$ cat config.mk
export PLATFORM = sky130hd
export DESIGN_NAME = scan_sequencer_flat
export DESIGN_NICKNAME = d
export VERILOG_FILES = /design/src/rtl/scan_sequencer_if.sv /design/src/rtl/scan_sequencer.sv /design/src/flat_wrapper.sv
export SDC_FILE = /design/constraint.sdc
export NUM_CORES = 1
export LEC_CHECK = 0
export ABC_AREA = 0
export CAP_MARGIN = 30
export CORE_MARGIN = 1.5
export CORE_UTILIZATION = 35
export DETAILED_ROUTE_END_ITERATION = 7
export HOLD_SLACK_MARGIN = 0.1
export MAX_ROUTING_LAYER = met4
export PLACE_DENSITY = 0.65
export SYNTH_ARGS = -nofsm -noshare
export SYNTH_HDL_FRONTEND = slang
export SYNTH_SLANG_ARGS = --single-unit
$ cat constraint.sdc
create_clock -name clk -period 5.4 [get_ports clk]
set_input_delay 1.62 -clock clk [delete_from_list [all_inputs] [get_ports clk]]
set_output_delay 1.62 -clock clk [all_outputs]
set_load 0.02 [all_outputs]
$ cat src/rtl/scan_sequencer_if.sv
// Handshake/bus bundle between a scan controller client and scan_sequencer.
//   start, stop  : scan launch / synchronous abort requests
//   mode         : 0 = continuous scan, 1 = single sweep (latched on start)
//   mask         : slots to visit, sampled at every slot selection
//   blank, dwell : per-slot blanking and drive lengths in cycles
//   enable, sel  : decoder enable (1 = all outputs off) and decoder select
//   busy         : scan in progress
//   sweep_done   : one-cycle pulse when a single sweep completes
// master drives the requests, slave (the sequencer) drives the status.
interface scan_sequencer_if #(
  parameter int CNT_W = 8
);
  logic             start;
  logic             stop;
  logic             mode;
  logic [7:0]       mask;
  logic [3:0]       blank;
  logic [CNT_W-1:0] dwell;
  logic             enable;
  logic [2:0]       sel;
  logic             busy;
  logic             sweep_done;

  modport master (
    output start, stop, mode, mask, blank, dwell,
    input  enable, sel, busy, sweep_done
  );

  modport slave (
    input  start, stop, mode, mask, blank, dwell,
    output enable, sel, busy, sweep_done
  );
endinterface

$ cat src/rtl/scan_sequencer.sv
// Timed scan controller for a 3-to-8 active-low decoder.
// Visits the set bits of mask in ascending order; each visited slot gets
// `blank` cycles with the decoder disabled followed by max(dwell,1) cycles
// with the decoder enabled. Continuous or single-sweep operation.
// Ports:
//   clk   : rising-edge clock
//   reset : asynchronous, active-high reset
//   bus   : scan_sequencer_if slave modport (requests in, decoder drive out)
module scan_sequencer #(
  parameter int CNT_W = 8
) (
  input  logic             clk,
  input  logic             reset,
  scan_sequencer_if.slave  bus
);

  // Counter must hold both the 4-bit blank count and the dwell count.
  localparam int CW = (CNT_W > 4) ? CNT_W : 4;

  typedef enum logic [1:0] {
    IDLE  = 2'd0,
    BLANK = 2'd1,
    DRIVE = 2'd2
  } state_t;

  state_t        state;
  logic [CW-1:0] cnt;
  logic          mode_q;
  logic          enable_q;
  logic [2:0]    sel_q;
  logic          done_q;
  logic [2:0]    next_sel;
  logic [2:0]    first_sel;
  logic          wrap;

  // First set bit searching cur+1, cur+2, ... modulo 8, with cur itself
  // examined last. Returns cur when mask is empty (caller guards that case).
  function automatic logic [2:0] next_slot(input logic [2:0] cur,
                                           input logic [7:0] m);
    logic [2:0] r;
    logic [2:0] idx;
    logic       found;
    r     = cur;
    found = 1'b0;
    for (int i = 1; i <= 8; i++) begin
      idx = cur + 3'(i);
      if (!found && m[idx]) begin
        r     = idx;
        found = 1'b1;
      end
    end
    return r;
  endfunction

  // A zero dwell still drives for one cycle.
  function automatic logic [CW-1:0] dwell_load(input logic [CNT_W-1:0] d);
    return (d == '0) ? CW'(1) : CW'(d);
  endfunction

  // Searching from slot 7 yields the lowest set bit of the mask.
  assign first_sel = next_slot(3'd7, bus.mask);
  assign next_sel  = next_slot(sel_q, bus.mask);
  assign wrap      = (next_sel <= sel_q);

  always_ff @(posedge clk or posedge reset) begin
    if (reset) begin
      state    <= IDLE;
      enable_q <= 1'b1;
      sel_q    <= 3'd0;
      cnt      <= '0;
      mode_q   <= 1'b0;
      done_q   <= 1'b0;
    end else begin
      done_q <= 1'b0;
      if (bus.stop) begin
        state    <= IDLE;
        enable_q <= 1'b1;
      end else begin
        case (state)
          IDLE: begin
            enable_q <= 1'b1;
            if (bus.start && (bus.mask != 8'd0)) begin
              mode_q <= bus.mode;
              sel_q  <= first_sel;
              if (bus.blank != 4'd0) begin
                state <= BLANK;
                cnt   <= CW'(bus.blank);
              end else begin
                state    <= DRIVE;
                cnt      <= dwell_load(bus.dwell);
                enable_q <= 1'b0;
              end
            end
          end

          BLANK: begin
            if (cnt <= CW'(1)) begin
              state    <= DRIVE;
              cnt      <= dwell_load(bus.dwell);
              enable_q <= 1'b0;
            end else begin
              cnt <= cnt - CW'(1);
            end
          end

          DRIVE: begin
            if (cnt <= CW'(1)) begin
              // Slot advance.
              if (bus.mask == 8'd0) begin
                state    <= IDLE;
                enable_q <= 1'b1;
              end else if (wrap && mode_q) begin
                state    <= IDLE;
                enable_q <= 1'b1;
                done_q   <= 1'b1;
              end else begin
                sel_q <= next_sel;
                if (bus.blank != 4'd0) begin
                  state    <= BLANK;
                  cnt      <= CW'(bus.blank);
                  enable_q <= 1'b1;
                end else begin
                  state    <= DRIVE;
                  cnt      <= dwell_load(bus.dwell);
                  enable_q <= 1'b0;
                end
              end
            end else begin
              cnt <= cnt - CW'(1);
            end
          end

          default: begin
            state    <= IDLE;
            enable_q <= 1'b1;
          end
        endcase
      end
    end
  end

  assign bus.enable     = enable_q;
  assign bus.sel        = sel_q;
  assign bus.busy       = (state != IDLE);
  assign bus.sweep_done = done_q;

endmodule

$ cat src/flat_wrapper.sv
// flat-port wrapper written by rule: the top's interface ports become plain ports
module scan_sequencer_flat 
#(
  parameter int CNT_W = 8
)
  (clk, reset, bus_start, bus_stop, bus_mode, bus_mask, bus_blank, bus_dwell, bus_enable, bus_sel, bus_busy, bus_sweep_done);
  scan_sequencer_if #(.CNT_W(CNT_W)) bus_i ();
  input  logic clk;
  input  logic reset;
  input wire logic [$bits(bus_i.start)-1:0] bus_start;
  input wire logic [$bits(bus_i.stop)-1:0] bus_stop;
  input wire logic [$bits(bus_i.mode)-1:0] bus_mode;
  input wire logic [$bits(bus_i.mask)-1:0] bus_mask;
  input wire logic [$bits(bus_i.blank)-1:0] bus_blank;
  input wire logic [$bits(bus_i.dwell)-1:0] bus_dwell;
  output wire logic [$bits(bus_i.enable)-1:0] bus_enable;
  output wire logic [$bits(bus_i.sel)-1:0] bus_sel;
  output wire logic [$bits(bus_i.busy)-1:0] bus_busy;
  output wire logic [$bits(bus_i.sweep_done)-1:0] bus_sweep_done;
  assign bus_i.start = bus_start;
  assign bus_i.stop = bus_stop;
  assign bus_i.mode = bus_mode;
  assign bus_i.mask = bus_mask;
  assign bus_i.blank = bus_blank;
  assign bus_i.dwell = bus_dwell;
  assign bus_enable = bus_i.enable;
  assign bus_sel = bus_i.sel;
  assign bus_busy = bus_i.busy;
  assign bus_sweep_done = bus_i.sweep_done;
  scan_sequencer #(.CNT_W(CNT_W)) u_core (.clk(clk), .reset(reset), .bus(bus_i));
endmodule
==> results.toml, run 1 <==
[run_status]
status = "complete, no violations"

[sta]
post-route-min-period_ns = 5.025
finalSetupViolations = 0
worst_slew_pin_slew_ns = 0.8624
max_freq_mhz = 199.0
finClkSkew_ns = 0.01063
relSlewSlack_pct = 41.98
holdWs_ns = 0.5324
hold_viol = 0
maxSlewViolCount = 0
rsz0062_at_grt = "false"
setup_total_negative_slack_ns = 0
final.period_utilization_pct = 93.05

[synth]
yosysUniqueCellTypes = 67
ys_ff_latch = 16
syn-cell-area_mm2 = 0.002165
synth_nets = 299
synthFlopType = "dfrtp_1"
synth_top_area_share_pct = 17.34
syn_area_per_cell_um2 = 8.230
yosysTopAreaCell = "dfrtp_1"
synthCells = 263
yosysWarnings = 0
async_reset_ff_share_pct = 100.0
synth.yosys.seq_area_share_pct = 18.55
synth.area.top_cells = "dfrtp_1 17%, ha_1 6.4%, mux4_2 6.2%"
synth-edff-count = 0

[global_route]
grt_first_pass_wirelength_mm = 9.666
grt_max_degree = 18
grt_pass1_vias = 2018
grt-ovfl-total = 0
grt_use_total_pct = 18.89
antenna_found_initial = 0

[floorplan]
pin_count = 31
die_h_um = 81.64
core-area_mm2 = 0.005956
dieArea_mm2 = 0.006665
start_util_pct = 36.34
rows = 28
die_x_um = 81.64

[pwr]
p_leak_nw = 1.051
p_int_w = 0.0008147
ir_drop_mv = 0.2220
p_sw_w = 0.0008051
clkPwrFrac_pct = 6.0
p_seq_share_pct = 14.3
swShare_pct = 49.70
total_power_w = 0.001620
power_density_mw_per_mm2 = 606.4
combinationalPowerShare_pct = 79.7

[route]
viasPerCell = 5.825
avgRoutedWirePerCell_um = 14.92
wl_mm = 5.640
drtIter0Drc = 179
vias = 2202
drc = 0
dr.pass1.iters = 4
ant_nets = 0

[cts]
clock_path_buffers = 2
root_buffer = "clkbuf_8"
cts_hold_buf = 0
cts_buffers = 3
cts_tree = "built"
clock-sinks = 16
cts.clk_slew.worst_paths_ns = 0.07
clk_latency_ns = 0.26
cts_max_level = 1

[worst_setup_path]
path_class = "in2reg"
startpoint_type = "primary input"
critPathArrivalTime_ns = 5.15
path_max_fanout = 6
critical_path_required_ns = 5.53
crit_path_end_kind = "flop"
reg2reg_slack_ns = 0.82

[placement]
hpwlAfterDp_mm = 4.408
io_buffers = 30
dp_cells = 374
gp_congestion = 0.9771

[cells_and_area]
utilization_pct = 44.85
area_growth_pct = 23.41
drive_above_1_share_pct = 14.19
antennaDiodeCount = 0
final_cell_mix = "30 x clkdlybuf4s50_1, 25 x nand2_1, 23 x a21oi_1, 23 x nor2_1"
final_common_cell = "clkdlybuf4s50_1"
nets = 340
final_cells = 378

[min_path]
hp-class = "reg2reg"

[run]
cap_violations = 0
-- power by group through the flow --
stage                     registers, W  logic (W)  clock network, W
after global placement        0.000233    0.00127                 0
final                         0.000231    0.00129         0.0000971
after CTS                     0.000231    0.00128         0.0000993
after floorplan               0.000226   0.000951                 0
after global routing          0.000243    0.00145          0.000105
after detailed placement      0.000232    0.00127                 0
-- layout make-up --
type | instances | area [µm²]
tap | 75 | 93.84
timing repair buffer | 48 | 435.4
inverter | 15 | 56.30
clock buffer | 4 | 45.04
multi-input combinational | 220 | 1639
sequential | 16 | 401.6
fill | 603 | 3284
-- metal layers --
| metal | global-route usage [%] | wire (µm) | vias to the layer above |
|---|---|---|---|
| met5 | - | 0 | - |
| met4 | 3.729 | 68 | 0 |
| met3 | 2.556 | 202 | 6 |
| met2 | 28.76 | 2526 | 53 |
| met1 | 26.83 | 2843 | 1067 |
| li1 | - | - | 1076 |
-- path summary, 6_finish.rpt --
kind | start | end | cells after the start
setup / recovery | bus_mask[3] | u_core.state[1] | 15
hold / removal | u_core.cnt[6] | u_core.cnt[6] | 2
setup reg to reg | u_core.bus.sel[1] | u_core.cnt[4] | 15
hold reg to reg | u_core.cnt[6] | u_core.cnt[6] | 2
max in group asynchronous | reset | u_core.cnt[4] | 2
min in group asynchronous | reset | u_core.cnt[1] | 2
-- logic make-up after synthesis --
| family | Yosys count | share of synthesized area (%) |
|---|---|---|
| and+or+nand+nor | 85 | 19.83 |
| AOI/OAI and AO/OA | 88 | 26.53 |
| DFF | 16 | 18.56 |
| buffers and inverters | 27 | 5.722 |
| adders and majority gates | 11 | 6.358 |
| muxes | 29 | 20.17 |
| xor gates and xnor gates | 7 | 2.832 |
-- synthesized netlist by cell type, types with 3 or more instances --
master / count
a211oi_1: 4
a21oi_1: 23
a221oi_1: 4
and2_1: 3
buf_2: 3
clkbuf_1: 5
dfrtp_1: 15
ha_1: 11
inv_1: 13
mux2_2: 5
mux2i_1: 10
mux4_1: 3
mux4_2: 6
nand2_1: 25
nor2_1: 23
nor2b_1: 4
nor3_1: 8
nor4_1: 5
o211ai_1: 3
o21a_1: 3
o21ai_0: 19
o21ai_1: 3
o22ai_1: 3
xnor2_1: 4
xor2_1: 3
-- worst max-delay path, cell delays in order --
cell	delay, ns
clkdlybuf4s50_1	0.51
mux4_1	0.62
or2_0	0.32
nor4b_1	0.32
a211oi_1	0.10
o32ai_1	0.23
ha_1	0.31
nor2b_1	0.13
o21a_1	0.16
o21ai_1	0.19
a21oi_1	0.11
buf_4	0.16
a21o_1	0.18
a21oi_1	0.14
o21ai_0	0.09
-- state kept, by name, indices dropped and copies added, names as in the netlist --
name and flops:
u_core.mode_q 1, u_core.state 2, u_core.bus.sweep_done 1, u_core.cnt 8, u_core.bus.enable 1, u_core.bus.sel 3
-- what timing repair did --
item | 4_1_cts | 5_1_grt
setup endpoints to repair | 0 | 10
setup buffers | 0 | 0
gates resized for setup | 0 | 1
-- stage by stage --
step / setup slack [ns] / area (µm²)
finish: 0.3752 / 2671
global route: 0.02515 / 2671
CTS: 0.3247 / 2671
detailed placement: 0.07239 / 2626
global placement: 0.07938 / 2626
floorplan: 0.7684 / 2165
No activity file was read; power rests on OpenSTA's default activity.
==> run 2: changes to the inputs <==
--- a/config.mk
+++ b/config.mk
@@ -6,13 +6,13 @@
 export NUM_CORES = 1
 export LEC_CHECK = 0
 export ABC_AREA = 0
-export CAP_MARGIN = 30
+export CAP_MARGIN = 0
 export CORE_MARGIN = 1.5
-export CORE_UTILIZATION = 35
+export CORE_UTILIZATION = 56
 export DETAILED_ROUTE_END_ITERATION = 7
 export HOLD_SLACK_MARGIN = 0.1
 export MAX_ROUTING_LAYER = met4
-export PLACE_DENSITY = 0.65
+export PLACE_DENSITY = 0.92
 export SYNTH_ARGS = -nofsm -noshare
 export SYNTH_HDL_FRONTEND = slang
 export SYNTH_SLANG_ARGS = --single-unit
==> results.toml, run 2 (synthesis gave the netlist of run 1 again) <==
[cells_and_area]
largest_reg_flops = 8
utilization_pct = 71.44
final_common_cell = "clkdlybuf4s50_1"
antennaDiodeCount = 0
multi_input_area_mm2 = 0.001639
nets = 338
drive_above_1_share_pct = 13.95
regArea_um2 = 401.6
final_cell_mix = "29 x clkdlybuf4s50_1, 25 x nand2_1, 23 x a21oi_1, 23 x nor2_1, 18 x o21ai_0"
area_growth_pct = 21.73
num-fill-cells = 279
largest_register = "u_core.cnt"

[global_route]
grt_use_total_pct = 30.27
antenna_found_initial = 0
grt-ovfl-total = 0
grt_max_degree = 18
grt_first_pass_wirelength_mm = 9.873
grt_pass1_vias = 2050

[min_path]
hp-class = "reg2reg"
worstHoldPathCells = 2
whs_endpoint = "u_core.cnt[6]"
worstHoldStart = "u_core.cnt[6]"

[cts]
cts_buffers = 3
cts_max_level = 1
clock-sinks = 16
clk_latency_ns = 0.25
root_buffer = "clkbuf_8"
cts.clk_slew.worst_paths_ns = 0.07
clock_path_buffers = 2
cts_tree = "built"

[worst_setup_path]
startpoint_type = "primary input"
slowest_stage = "clkdlybuf4s50_1"
critPathArrivalTime_ns = 5.29
critical_path_required_ns = 5.54
r2r-start = "u_core.bus.sel[1]"
reg2reg_to = "u_core.bus.sel[2]"
crit_path_end_kind = "flop"
reg2reg_slack_ns = 0.94
r2r_cells = 15
cp_slowest_stage_delay_ns = 0.57
path_max_fanout = 8
path_class = "in2reg"
path_cells = "clkdlybuf4s50_1, mux2_1, mux4_2, o21ai_0, a21oi_1, o32ai_1, ha_1, nor2b_1, o21a_1, o21ai_1, a211oi_1, o21ai_2, nor4_1, a211o_1"

[route]
dr.pass1.iters = 5
avgRoutedWirePerCell_um = 16.92
drtIter0Drc = 270
wl_mm = 5.906
drc = 0
ant_nets = 0
viasPerCell = 6.542
vias = 2283

[placement]
gp_congestion = 0.9638
hpwlAfterDp_mm = 4.374
io_buffers = 30

[sta]
finalSetupViolations = 0
maxSlewViolCount = 0
post-route-min-period_ns = 5.151
final.period_utilization_pct = 95.38
max_freq_mhz = 194.2
hold_viol = 0
finClkSkew_ns = 0.003659
rsz0062_at_grt = "true"
relSlewSlack_pct = 46.89
worst_slew_pin_slew_ns = 0.7894

[floorplan]
dieArea_mm2 = 0.004247
die_x_um = 65.17
start_util_pct = 58.68
core-area_mm2 = 0.003689
rows = 22
pin_count = 31
die_h_um = 65.17

[pwr]
p_seq_share_pct = 14.3
combinationalPowerShare_pct = 79.0
total_power_w = 0.001653
swShare_pct = 50.27
p_leak_nw = 1.056
ir_drop_mv = 0.3381
p_sw_w = 0.0008310
power_density_mw_per_mm2 = 627.3
clkPwrFrac_pct = 6.7
p_int_w = 0.0008220

[run]
cap_violations = 0

[run_status]
status = "complete, no violations"
[run 2: changes by cell type in the layout (fill, tap and decap cells not counted)]
cell / delta
clkdlybuf4s50_1: -1
clkbuf_8: +1
clkbuf_1: -1
dlymetal6s2s_1: +1
buf_4: -2
[run 2: repair_timing]
| item | CTS | global route |
|---|---|---|
| resized for setup | 0 | 2 |
| setup buffers | 0 | 0 |
| hold buffers | 0 | 0 |
| endpoints found under the setup margin | 0 | 11 |
[run 2: worst max-delay path by stage]
stage | start | end
finish | bus_mask[5] | u_core.bus.sel[2]
global route | bus_mask[3] | u_core.cnt[0]
global placement | bus_mask[3] | u_core.bus.sel[2]
CTS | bus_mask[1] | u_core.bus.sel[2]
floorplan | bus_mask[1] | u_core.cnt[0]
detailed placement | bus_mask[1] | u_core.bus.sel[2]
[run 2: per-stage QoR]
stage	area (µm²)	worst slack, ns	hold WS, ns	TNS, ns	instances
after global placement	2577	0.1174	0.4956	0	345
final	2635	0.2495	0.5354	0	349
after global routing	2635	-0.0009464	0.5770	-0.0009464	349
after floorplan	2165	0.7684	0.4704	0	263
after detailed placement	2577	-0.06546	0.5164	-0.2000	345
after CTS	2633	0.2007	0.5322	0	349
[run 2: cell type report]
cell class,count,area share (%)
Sequential cell,16,15.24
Inverter,15,2.137
Timing Repair Buffer,46,16.05
Clock buffer,4,2.089
Tap cell,48,2.279
Multi-Input combinational cell,220,62.20
[run 2: power by group through the flow]
stage	clock, W	sequential [W]	combinational (W)
6_report	0.000110	0.000237	0.00131
5_1_grt	0.000116	0.000247	0.00143
4_1_cts	0.000110	0.000234	0.00128
3_5_place_dp	0	0.000233	0.00126
3_3_place_gp	0	0.000232	0.00123
2_1_floorplan	0	0.000226	0.000951
[run 2: critical path: cells and delay by family]
family,cells,cell delay [ns]
adders and majority gates,1,0.32
muxes,2,0.88
buffers and inverters,1,0.57
and+or+nand+nor,2,0.21
AOI/OAI and AO/OA,8,1.70
[run 2: layer usage]
layer | wire (µm) | part of all wire [%] | GRT usage [%] | vias to the layer above
li1 | - | - | - | 1075
met1 | 2665 | 45 | 43.69 | 1062
met2 | 2651 | 45 | 45.15 | 136
met3 | 512 | 8.7 | 5.479 | 10
met4 | 76 | 1.3 | 5.729 | 0
met5 | 0 | 0 | - | -
